### config.mk
export PLATFORM = sky130hd
export DESIGN_NAME = k8088_bus_arbiter
export DESIGN_NICKNAME = d
export VERILOG_FILES = /design/src/rtl/k8088_bus_arbiter.sv
export SDC_FILE = /design/constraint.sdc
export NUM_CORES = 1
export LEC_CHECK = 0
export ABC_AREA = 0
export CORE_MARGIN = 2
export CORE_UTILIZATION = 26
export DETAILED_ROUTE_END_ITERATION = 10
export GPL_ROUTABILITY_DRIVEN = 0
export HOLD_SLACK_MARGIN = 0.08
export PLACE_DENSITY = 0.95
export SYNTH_ARGS = -nofsm -noshare
export SYNTH_HDL_FRONTEND = slang
export SYNTH_SLANG_ARGS = --single-unit
### constraint.sdc
create_clock -name clock -period 6.2 [get_ports clock]
set_clock_uncertainty 0.05 [all_clocks]
set_input_delay 0.62 -clock clock [delete_from_list [all_inputs] [get_ports clock]]
set_output_delay 0.62 -clock clock [all_outputs]
set_load 0.03 [all_outputs]
### src/rtl/k8088_bus_arbiter.sv
// Single-port RAM arbiter for the k8088 CPU, video fetch and DMA.
// Fixed priority video > DMA > CPU, with a starvation guard that forces a CPU slot.
module k8088_bus_arbiter #(
   parameter int unsigned MAX_WAIT = 4
) (
   input  logic        clock,
   input  logic        reset,
   input  logic [19:0] cpu_address,
   input  logic [7:0]  cpu_out,
   input  logic        cpu_we,
   output logic        cpu_ce,
   output logic [7:0]  cpu_in,
   input  logic        vid_req,
   input  logic [19:0] vid_address,
   output logic        vid_ack,
   output logic        vid_valid,
   output logic [7:0]  vid_data,
   input  logic        dma_req,
   input  logic [19:0] dma_address,
   input  logic        dma_we,
   input  logic [7:0]  dma_wdata,
   output logic        dma_ack,
   output logic        dma_valid,
   output logic [7:0]  dma_rdata,
   output logic [19:0] mem_address,
   output logic [7:0]  mem_out,
   output logic        mem_we,
   input  logic [7:0]  mem_in,
   output logic [1:0]  owner
);

   localparam int unsigned SW = (MAX_WAIT > 0) ? $clog2(MAX_WAIT + 1) : 1;
   localparam logic [SW-1:0] STARVE_MAX = SW'(MAX_WAIT);

   typedef enum logic {StAddr, StData} cpu_state_e;

   cpu_state_e    state_q, state_d;
   logic [SW-1:0] starve_q, starve_d;
   logic          vid_valid_q, dma_valid_q;
   logic          cpu_req, guard;
   logic          cpu_grant, vid_grant, dma_grant;

   // Grant decision and next-state logic
   always_comb begin
      cpu_grant = 1'b0;
      vid_grant = 1'b0;
      dma_grant = 1'b0;
      starve_d  = starve_q;
      cpu_req   = (state_q == StAddr);
      guard     = (MAX_WAIT != 0) && (starve_q == STARVE_MAX) && cpu_req;

      if (!reset) begin
         if (guard) begin
            cpu_grant = 1'b1;
         end else if (vid_req) begin
            vid_grant = 1'b1;
         end else if (dma_req) begin
            dma_grant = 1'b1;
         end else if (cpu_req) begin
            cpu_grant = 1'b1;
         end
      end

      state_d = (cpu_req && cpu_grant) ? StData : StAddr;

      if (cpu_grant) begin
         starve_d = '0;
      end else if (cpu_req && (starve_q != STARVE_MAX)) begin
         starve_d = starve_q + SW'(1);
      end
   end

   // Bus mux; an idle bus parks on the CPU address with no write
   always_comb begin
      mem_address = cpu_address;
      mem_out     = 8'h00;
      mem_we      = 1'b0;
      owner       = 2'd0;
      if (cpu_grant) begin
         mem_out = cpu_out;
         mem_we  = cpu_we;
         owner   = 2'd1;
      end else if (vid_grant) begin
         mem_address = vid_address;
         owner       = 2'd2;
      end else if (dma_grant) begin
         mem_address = dma_address;
         mem_out     = dma_wdata;
         mem_we      = dma_we;
         owner       = 2'd3;
      end
   end

   always_ff @(posedge clock) begin
      if (reset) begin
         state_q     <= StAddr;
         starve_q    <= '0;
         vid_valid_q <= 1'b0;
         dma_valid_q <= 1'b0;
      end else begin
         state_q     <= state_d;
         starve_q    <= starve_d;
         vid_valid_q <= vid_grant;
         dma_valid_q <= dma_grant & ~dma_we;
      end
   end

   assign cpu_ce    = (state_q == StData) && !reset;
   assign cpu_in    = mem_in;
   assign vid_ack   = vid_grant;
   assign vid_valid = vid_valid_q;
   assign vid_data  = mem_in;
   assign dma_ack   = dma_grant;
   assign dma_valid = dma_valid_q;
   assign dma_rdata = mem_in;

endmodule
==> results.sh, run 1 <==
export IMPL_outcome="completed"
export IMPL_fill_cells=349
export IMPL_fin_nets=300
export IMPL_antenna_found_initial=0
export IMPL_cp_slowest_stage_delay_ns=0.87
export IMPL_synth_nets=212
export IMPL_grt_pass1_vias=1179
export IMPL_post_route_min_period_ns=3.77
export IMPL_drive_above_1_share=0.204
export IMPL_mostFrequentLayoutCells="117 x clkdlybuf4s50_1, 14 x and3_1, 14 x a221o_2"
export IMPL_switching_share=0.331
export IMPL_fp_row_count=23
export IMPL_relSlewSlack=0.246
export IMPL_hold_worst_slack_ns=0.434
export IMPL_yosys_cell_types_count=30
export IMPL_p_sw_w=0.0000887
export IMPL_syn_area_per_cell_um2=8.73
export IMPL_drt_pass1_iter_count=4
export IMPL_finalPower_w=0.000268
export IMPL_end_kind="primary output"
export IMPL_dpl_cell_area_um2=2000
export IMPL_crit_slowest_cell="nor3_1"
export IMPL_cap_violations=0
export IMPL_hold_buffers=0
export IMPL_grt_max_degree=26
export IMPL_p_leak_nw=0.811
export IMPL_holdCritPathClass="reg -> reg"
export IMPL_drc_errors=0
export IMPL_path_max_fanout=11
export IMPL_dpl_hpwl_mm=3.14
export IMPL_wirelength_mm=3.87
export IMPL_cts_root_buf="clkbuf_8"
export IMPL_worstSetupPathType="in -> out"
export IMPL_worst_r2r_path_depth=4
export IMPL_syn_area_um2=1050
export IMPL_vdd_ir_drop_max_mv=0.137
export IMPL_die_h_um=67.5
export IMPL_pwr_share_clk=0.215
export IMPL_path_clk_slew_ns=0.03
export IMPL_comb_power_share=0.625
export IMPL_worst_pin_slew_ns=1.12
export IMPL_tns_ns=0
export IMPL_antenna_cells=0
export IMPL_final_common_cell="clkdlybuf4s50_1"
export IMPL_die_area_um2=4550
export IMPL_fin_area_um2=2040
export IMPL_internal_power_w=0.000179
export IMPL_pwr_share_seq=0.160
export IMPL_post_cts_resized=0
export IMPL_drtIter0Drc=54
export IMPL_ys_ff_latch=6
export IMPL_cts_made_buffers=3
export IMPL_cp_num_cells=5
export IMPL_die_width_um=67.5
export IMPL_final_core_util=0.518
export IMPL_critical_path_arrival_ns=3.10
export IMPL_setup_viol=0
export IMPL_clk_path_buf_depth=2
export IMPL_crit_chain="clkdlybuf4s50_1 -> a2bb2oi_1 -> nor3_1 -> a22o_2 -> clkdlybuf4s50_1"
export IMPL_rsz0062_at_grt="false"
export IMPL_avgRoutedWirePerCell_um=15.1
export IMPL_cts_tree="built"
export IMPL_ant_nets=0
export IMPL_fmax_mhz=265
export IMPL_initial_core_util=0.266
export IMPL_path_common_cell="clkdlybuf4s50_1"
export IMPL_cts_max_level=1
export IMPL_power_density_nw_per_um2=131
export IMPL_ys_seq_area_frac=0.115
export IMPL_cts_sinks=6
export IMPL_yosysWarnings=0
export IMPL_grt_pass1_wl_mm=5.52
export IMPL_maxSlewViolCount=0
export IMPL_grt_overflow=0
export IMPL_synthCells=120
export IMPL_hold_path_depth=2
export IMPL_timing_critical_path_buf_inv=2
export IMPL_vias_per_cell=4.92
export IMPL_port_buffer_count=117
export IMPL_cp_required_ns=5.53
export IMPL_vias=1260
export IMPL_timing_final_hold_violations=0
export IMPL_synthToLayoutAreaGrowth_pct=94.9
export IMPL_grt_use_total=0.157
export IMPL_clk_latency_ns=0.22
export IMPL_io_pins=150
export IMPL_coreArea_um2=3940
export IMPL_post_cts_setup_buffers=0
export IMPL_startpoint_type="primary input"
export IMPL_crit_family="buffers and inverters"
export IMPL_fin_crit_sh=0.608
==> cells by family after synthesis <==
family / count (synthesis) / synth area share
fa+ha+maj: 2 / 0.0239
simple gates: 38 / 0.228
flops: 6 / 0.115
compound gates: 34 / 0.336
buf+inv: 40 / 0.297
==> cell type report <==
cell class | instances | area (um2) | area share
clock buffer | 3 | 41.3 | 0.0202
inverter | 6 | 30.0 | 0.0147
multi-input combinational | 74 | 616 | 0.302
sequential | 6 | 120 | 0.0589
tap | 50 | 62.6 | 0.0307
timing repair buffer | 117 | 1170 | 0.574
==> worst min-delay path, delay by kind of cell (launching register included) <==
kind | cells | cell delay (ns)
AND/OR/NAND/NOR | 1 | 0.06
flip-flops | 1 | 0.32
AO/OA/AOI/OAI | 1 | 0.05
==> power groups by stage <==
stage	combinational (W)	sequential (W)	clock, W
floorplan	0.000109	0.0000440	0
global placement	0.000165	0.0000432	0
detailed placement	0.000168	0.0000433	0
CTS	0.000168	0.0000428	0.0000588
global route	0.000177	0.0000432	0.0000617
finish	0.000167	0.0000429	0.0000575
==> per-stage QoR <==
stage	instances	worst slack (ns)
after floorplan	120	3.50
after global placement	253	2.43
after detailed placement	253	2.37
after CTS	256	2.37
after global routing	256	2.19
final	256	2.43
==> sequential cells by signal, indices dropped and copies added (netlist names) <==
register and count:
dma_valid 1, vid_valid 1, starve_q 3, state_q 1
==> final timing paths <==
path                                   end  slack (ns)                     start
setup / recovery                mem_out[4]        2.43                   vid_req
hold reg to reg   starve_q[1]$_SDFFE_PP0P_        0.43  starve_q[1]$_SDFFE_PP0P_
hold / removal    starve_q[1]$_SDFFE_PP0P_        0.43  starve_q[1]$_SDFFE_PP0P_
setup reg to reg        state_q$_SDFF_PP0_        4.34  starve_q[0]$_SDFFE_PP0P_
==> layer usage <==
metal | wire length (um) | part of all wire | track usage
met1 | 1500 | 0.39 | 0.187
met2 | 1950 | 0.50 | 0.273
met3 | 348 | 0.090 | 0.0350
met4 | 72 | 0.019 | 0.0587
met5 | 0 | 0 | 0
==> cells in the mapped netlist, drive strengths merged <==
master,number,area [um2]
inv,6,30.0
buf,30,265
nand3,2,10.0
nand2,2,7.51
nand2b,1,6.26
and3b,1,8.76
o32ai,1,8.76
nor2,5,18.8
a2bb2oi,1,8.76
or2,1,6.26
clkbuf,4,16.3
nor3,1,5.00
a221o,14,158
and3,14,87.6
o221a,6,67.6
nor2b,1,6.26
dfxtp,6,120
or4b,2,23.8
nand3b,1,7.51
a22o,9,90.1
or3,7,51.3
o31a,1,8.76
a21oi,2,10.0
ha,2,25.0
(Power assumes the default switching activity.)
==> run 2, diff against run 1 <==
--- a/config.mk
+++ b/config.mk
@@ -7,11 +7,11 @@
 export LEC_CHECK = 0
 export ABC_AREA = 0
 export CORE_MARGIN = 2
-export CORE_UTILIZATION = 26
+export CORE_UTILIZATION = 22
 export DETAILED_ROUTE_END_ITERATION = 10
 export GPL_ROUTABILITY_DRIVEN = 0
 export HOLD_SLACK_MARGIN = 0.08
-export PLACE_DENSITY = 0.95
+export PLACE_DENSITY = 0.89
 export SYNTH_ARGS = -nofsm -noshare
 export SYNTH_HDL_FRONTEND = slang
 export SYNTH_SLANG_ARGS = --single-unit
==> constraint.sdc (replaced) <==
create_clock -name clock -period 3.4 [get_ports clock]
set_clock_uncertainty 0.05 [all_clocks]
set_input_delay 0.34 -clock clock [delete_from_list [all_inputs] [get_ports clock]]
set_output_delay 0.34 -clock clock [all_outputs]
set_load 0.03 [all_outputs]
==> run 2 against run 1 <==
  * First-iteration DRC count decreased by 35%
  * Worst setup slack worse by 2.2 ns
  * Sequential share of layout area decreased by 0.064 points
  * Non-clock buffer count rose by 1
  * Die area grew 17%
  * Count of clock-buffer cells in the layout unchanged
  * Sequential power rose by 82%
  * Critical path depth is 2 higher
  * Flip-flop and latch count stayed put
  * Via count decreased by 0.56%
  * Wire length decreased by 2.0%
  * Critical path type is now reg -> out
  * Critical endpoint is now mem_out[5]
  * Largest cell class unchanged
==> results.sh, run 2 (synthesis gave the netlist of run 1 again) <==
export IMPL_end_kind="primary output"
export IMPL_io_pins=150
export IMPL_clk_latency_ns=0.22
export IMPL_cts_root_buf="clkbuf_8"
export IMPL_reg2reg_slack_ns=1.63
export IMPL_cts_made_buffers=3
export IMPL_final_core_util=0.443
export IMPL_critical_path_arrival_ns=2.80
export IMPL_tns_ns=0
export IMPL_hold_buffers=0
export IMPL_grt_max_degree=26
export IMPL_fin_crit_sh=0.938
export IMPL_gr_usage_met1=0.131
export IMPL_dpl_cell_area_um2=2010
export IMPL_grtUsageMet2=0.236
export IMPL_fin_nets=301
export IMPL_drive_above_1_share=0.217
export IMPL_startpoint_type="flop"
export IMPL_die_width_um=73.0
export IMPL_synthToLayoutAreaGrowth_pct=97.0
export IMPL_fmax_mhz=314
export IMPL_rsz0062_at_grt="false"
export IMPL_cts_max_level=1
export IMPL_die_h_um=73.0
export IMPL_path_clk_slew_ns=0.04
export IMPL_ant_nets=0
export IMPL_vias_per_cell=4.80
export IMPL_mostFrequentLayoutCells="117 x clkdlybuf4s50_1, 14 x and3_1, 14 x a221o_2"
export IMPL_r2r_start="starve_q[0]$_SDFFE_PP0P_"
export IMPL_setup_viol=0
export IMPL_largest_register="starve_q"
export IMPL_dpl_hpwl_mm=3.15
export IMPL_grt_use_total=0.126
export IMPL_p_sw_w=0.000164
export IMPL_initial_core_util=0.225
export IMPL_top_usage_layer="met2"
export IMPL_finalPower_w=0.000492
export IMPL_relSlewSlack=0.501
export IMPL_post_route_min_period_ns=3.19
export IMPL_drtIter0Drc=35
export IMPL_comb_power_share=0.621
export IMPL_avgRoutedWirePerCell_um=14.5
export IMPL_drc_errors=0
export IMPL_wirelength_mm=3.80
export IMPL_timing_final_hold_violations=0
export IMPL_worst_pin_slew_ns=0.747
export IMPL_grt_pass1_wl_mm=5.24
export IMPL_vias=1253
export IMPL_antenna_found_initial=0
export IMPL_path_max_fanout=25
export IMPL_die_area_um2=5330
export IMPL_power_density_nw_per_um2=238
export IMPL_internal_power_w=0.000328
export IMPL_cts_tree="built"
export IMPL_switching_share=0.333
export IMPL_holdCritPathClass="reg -> reg"
export IMPL_pwr_share_clk=0.220
export IMPL_p_leak_nw=0.818
export IMPL_vdd_ir_drop_max_mv=0.0882
export IMPL_holdCritStartpoint="starve_q[1]$_SDFFE_PP0P_"
export IMPL_antenna_cells=0
export IMPL_maxSlewViolCount=0
export IMPL_grt_pass1_vias=1109
export IMPL_post_cts_setup_buffers=0
export IMPL_drt_pass1_iter_count=2
export IMPL_fin_area_um2=2060
export IMPL_cts_sinks=6
export IMPL_cap_violations=0
export IMPL_final_common_cell="clkdlybuf4s50_1"
export IMPL_fp_row_count=25
export IMPL_largest_register_ffs=3
export IMPL_cp_startpoint="starve_q[0]$_SDFFE_PP0P_"
export IMPL_cp_required_ns=3.01
export IMPL_pwr_share_seq=0.159
export IMPL_grt_overflow=0
export IMPL_fill_cells=451
export IMPL_gr_usage_met3=0.0511
export IMPL_port_buffer_count=117
export IMPL_outcome="completed"
export IMPL_clk_path_buf_depth=2
export IMPL_hold_worst_slack_ns=0.425
export IMPL_coreArea_um2=4660
export IMPL_worstSetupPathType="reg -> out"
==> run 2: path summary, 6_finish.rpt <==
path	endpoint	cells after the start
worst min register to register	starve_q[1]$_SDFFE_PP0P_	2
worst max register to register	dma_valid$_SDFF_PP0_	5
worst min-delay path	starve_q[1]$_SDFFE_PP0P_	2
worst max-delay path	mem_out[5]	7
==> run 2: through the flow <==
stage                     worst slack [ns]  std cells
after floorplan                      0.982        120
after global placement               0.170        258
after detailed placement            0.0515        258
after CTS                           0.0460        261
after global routing                0.0728        261
final                                0.211        261
==> run 2: worst max-delay path, stage by stage (launching register included) <==
cell	delay [ns]
dfxtp_1	0.35
inv_1	0.08
ha_1	0.25
and3b_1	0.27
or4b_4	0.60
inv_8	0.18
a22o_2	0.16
clkdlybuf4s50_1	0.67
==> run 2: area by class of cell <==
class,count,area [um2],area share
repair buffers,118,1180,0.571
multi-input cells,74,626,0.303
flip-flops and latches,6,120,0.0582
well taps,54,67.6,0.0327
clock buffers,3,41.3,0.0200
inverters,6,30.0,0.0146
==> run 2: metal layers <==
layer	routed length (um)	up-vias
met5	0	-
met4	23	0
met3	410	2
met2	1980	70
met1	1380	566
li1	-	615
==> run 2: power groups by stage <==
stage                     logic [W]  clock network [W]  registers, W
after floorplan            0.000200                  0     0.0000803
after global placement     0.000303                  0     0.0000788
after detailed placement   0.000305                  0     0.0000790
after CTS                  0.000306           0.000114     0.0000779
after global routing       0.000322           0.000117     0.0000788
final                      0.000305           0.000108     0.0000780
==> run 2: timing repair <==
item                                   4_1_cts  5_1_grt
endpoints found under the hold margin        0        0
gates resized for setup                      0        2
setup endpoints to repair                    0       16
==> variant 1, RTL diff (flow settings as in run 2) <==
Set the parameter `MAX_WAIT` to 2 (it was 4).
--- a/src/rtl/k8088_bus_arbiter.sv
+++ b/src/rtl/k8088_bus_arbiter.sv
@@ -3,3 +3,3 @@
 module k8088_bus_arbiter #(
-   parameter int unsigned MAX_WAIT = 4
+   parameter int unsigned MAX_WAIT = 2
 ) (
Formal check against the unedited RTL: not equivalent (a bounded check fails within 4 cycles, from zero or initial values and one cycle with reset high).
==> variant 1 against run 2 <==
  * Highest routed layer unchanged
  * Design area grew 6.4%
  * Total power grew 15%
  * Routed wire length grew 21%
  * Register-to-register slack gained 0.34 ns
  * Sequential cell count shrank 1
  * Global-route usage grew 2.7 points
  * First-iteration DRC count grew 110%
  * Hold slack lost 0.0056 ns
  * Setup slack gained 0.45 ns
  * Synthesized area grew 11%
  * Count of clock-buffer cells in the layout grew 1
==> variant 1: results (changes against run 2) <==
[logic_synthesis]
synth.top_cells.by_area=o221a_2, o41a_1, buf_4
ys_types=22  ; -27%
post_synth_fa_ha_maj_area_fraction_pct=1.08  ; -1.3 points
synth_commonest_cells=buf_4, o221a_2, o41a_1, or3_1
synth_compound_area_share_pct=47.0  ; +13 points
syn-num-nets=231  ; +9.0%
synth-seq-area-share_pct=8.61  ; -2.9 points
post_synth_inst_count=140  ; +17%

[setup_path]
worst_ep_arrival_time_ns=2.35  ; -0.45 ns
highest_cell_delay_on_the_worst_timing_path_ns=0.63  ; -0.04 ns
critical_path_peak_fanout=13  ; -48%

[pwr]
power_frac_clock_pct=19.3  ; -2.7 points
ir_worst_vdd_mv=0.111  ; +26%
leakagePower_nw=0.814  ; -0.45%
p_sw_uw=218  ; +33%
sequentialPower_uw=68.4  ; -12%
fin_total_pwr_uw=566  ; +15%

[clocking]
cts.repair_timing.setup_buffer_count=0  ; unchanged
htree_num_levels=1  ; unchanged

[finish]
diodes=0  ; unchanged
drive_above_1_share_pct=28.5  ; +6.8 points
fin_nets=320  ; +6.3%
largest_reg_flops=2  ; -1
instances_no_fill=298  ; +14%

[route]
drt_pre_antenna_iters=5  ; +3
avgViaCountPerCell=5.02  ; +4.6%
number_of_drc_violations_after_detailed_routing_iteration_0=74  ; +110%
drt-total-wl_um=4610  ; +21%

[run_status]
outcome=complete, no violations

[sta]
worst_case_headroom_to_the_max_slew_limit_pct=54.5  ; +4.4 points

[global_route]
grt_start_max_net_pins=22  ; -15%
grt_pass1_vias=1515  ; +37%
grt_first_pass_wirelength_um=7420  ; +42%
grt_util_all_layers_pct=15.4  ; +2.7 points

[min_path]
holdCritPathClass=flip-flop to flip-flop

[placed_design]
dp_hpwl_um=3580  ; +14%
dpl-instance-area_mm2=0.00215  ; +6.9%
place_inst=294  ; +14%

[variant 1: final timing paths]
path	from	end	slack, ns	cells after the start
worst max-delay path	vid_req	mem_address[1]	0.66	6
worst min-delay path	starve_q[0]	starve_q[0]	0.42	2
worst max register to register	starve_q[0]	dma_valid	1.97	4
worst min register to register	starve_q[0]	starve_q[0]	0.42	2
[variant 1: final cells by class]
| class | instances | area (um2) |
|---|---|---|
| fillers | 505 | 2910 |
| repair buffers | 126 | 1170 |
| multi-input cells | 90 | 778 |
| flip-flops and latches | 5 | 100 |
| well taps | 70 | 87.6 |
| clock buffers | 4 | 45.0 |
| inverters | 3 | 11.3 |
[variant 1: layer usage]
metal  share of wire (%)  track usage, %  routed length [um]  vias up
li1                    -               -                   -      728
met1                  42            19.3                1930      701
met2                  52            26.8                2420       65
met3                 5.5            3.29                 252        2
met4                0.22            3.09                  10        0
met5                   0               0                   0        -
==> variant 2, RTL diff (settings of run 2) <==
Made on the original files. Make the reset (`reset`) asynchronous in one clocked block.
--- a/src/rtl/k8088_bus_arbiter.sv
+++ b/src/rtl/k8088_bus_arbiter.sv
@@ -93,3 +93,3 @@
 
-   always_ff @(posedge clock) begin
+   always_ff @(posedge clock or posedge reset) begin
       if (reset) begin
Formal check against the unedited RTL: differs if reset is asserted again (counterexample within 4 cycles, from zero or initial values and one cycle with reset high); with reset held inactive, the same outputs for 10 cycles.
==> variant 2 against run 2 <==
  * Sequential share of layout area increased by 1.4 points
  * Synthesized area decreased by 6.5%
  * Design area increased by 0.12%
  * Setup slack improved by 0.22 ns
  * Synthesized cell count decreased by 3.3%
  * Sequential cell count unchanged
  * Routed wire length decreased by 0.18%
  * Register-to-register slack improved by 0.04 ns
  * Critical endpoint is now mem_address[15]
  * Cell count decreased by 1.1%
Power is not compared: it rests on default switching activity, and its combinational part moved more than twofold at a synthesized area within 25%.
==> variant 2: results (changes against run 2) <==
[finish]
num-fill-cells=427  ; -5.3%
fin_nets=300  ; -0.33%
diodes=0  ; unchanged
drive_above_1_share_pct=5.34  ; -16 points

[route]
drt-total-wl_um=3790  ; -0.18%
number_of_drc_violations_after_detailed_routing_iteration_0=61  ; +74%
dr_total_vias=1269  ; +1.3%
drt_pre_antenna_iters=4  ; +2

[logic_synthesis]
synth.top_cells.by_area=o221a_1, buf_4, dfrtp_1
syn-num-nets=208  ; -1.9%
yosys.area.top_type=o221a_1
synth_commonest_cells=buf_4, or3_1, o221a_1, a22o_1
synth_largest_type_area_fraction_pct=21.8  ; +4.6 points
share_of_flip_flops_with_an_asynchronous_set_or_reset_after_synthesis_pct=100  ; +100 points
synth-seq-area-share_pct=15.3  ; +3.9 points
synthFlopType=dfrtp_1

[setup_path]
highest_cell_delay_on_the_worst_timing_path_ns=0.59  ; -0.08 ns
critical_path_peak_fanout=22  ; -12%
worst_ep_arrival_time_ns=2.58  ; -0.22 ns

[min_path]
holdCritPathClass=input port to asynchronous set/reset pin

[clocking]
cts_repair_resize_count=0  ; unchanged
worstSkewPairLatency_ns=0.22  ; about the same

[global_route]
grt_util_all_layers_pct=14.1  ; +1.4 points
grt_start_max_net_pins=23  ; -12%
grtUsageMet2_pct=25.5  ; +1.9 points
grt_first_pass_wirelength_um=5840  ; +12%
met1_usage_pct=16.0  ; +2.9 points
grtUsageMet3_pct=3.99  ; -1.1 points

[sta]
max_slew.worst_pin.slew_ns=0.690  ; -0.0571 ns

[run_status]
outcome=complete, no violations

[pwr]
ir_worst_vdd_mv=0.145

[variant 2: cell count changes in the layout (fill, tap and decap cells not counted), sizes merged, moves of 4 or more]
cell and change:
dfrtp +6, o221a +14, or3 +14, and3 -14, buf +4, a221o -14
dfxtp -6
[variant 2: worst max-delay path: cells and delay by family (launching register included)]
kind	cells	cell delay, ns
buffers and inverters	3	0.88
and+or+nand+nor	2	0.57
adders and majority gates	1	0.24
DFF	1	0.37
AOI/OAI and AO/OA	1	0.29
[variant 2: report_power, final]
| group | internal (mW) | switching [mW] | leakage (nW) |
|---|---|---|---|
| Clock | 0.0761 | 0.0308 | 0.0216 |
| Sequential | 0.0957 | 0.0210 | 0.0764 |
| Combinational | 0.316 | 0.312 | 0.681 |
[variant 2: final timing paths]
check	startpoint	to	slack (ns)	cells past startpoint
worst max-delay path	starve_q[0]	mem_address[15]	0.43	7
worst min-delay path	reset	starve_q[2]	0.44	2
worst max register to register	starve_q[0]	dma_valid	1.67	6
worst min register to register	starve_q[1]	starve_q[1]	0.52	2
max in group asynchronous	reset	starve_q[0]	2.66	2
min in group clock	starve_q[1]	starve_q[1]	0.52	2
[variant 2: cell families after synthesis]
family / synth area share, %
simple gates: 21.1
mux: 1.02
compound gates: 33.1
xor+xnor: 0.894
buf+inv: 26.1
fa+ha+maj: 2.55
flops: 15.3
[variant 2: cell type report]
type | count | area (um2) | area share (%)
multi-input combinational | 71 | 579 | 28.0
clock buffer | 3 | 41.3 | 2.00
sequential | 6 | 150 | 7.27
tap | 52 | 65.1 | 3.15
timing repair buffer | 121 | 1210 | 58.6
inverter | 5 | 18.8 | 0.909
[variant 2: through the flow]
| stage | cell area (um2) | std cells | hold WS [ns] | setup WS (ns) |
|---|---|---|---|---|
| 2_1_floorplan | 980 | 116 | 0.0810 | 1.12 |
| 3_3_place_gp | 2020 | 255 | 0.482 | 0.494 |
| 3_5_place_dp | 2020 | 255 | 0.513 | 0.473 |
| 4_1_cts | 2070 | 258 | 0.437 | 0.417 |
| 5_1_grt | 2070 | 258 | 0.480 | 0.306 |
| 6_report | 2070 | 258 | 0.438 | 0.431 |
[variant 2: layer usage]
metal  wire (um)  vias to the layer above
li1            -                      604
met1        1500                      572
met2        1810                       84
met3         421                        9
met4          51                        0
met5           0                        -
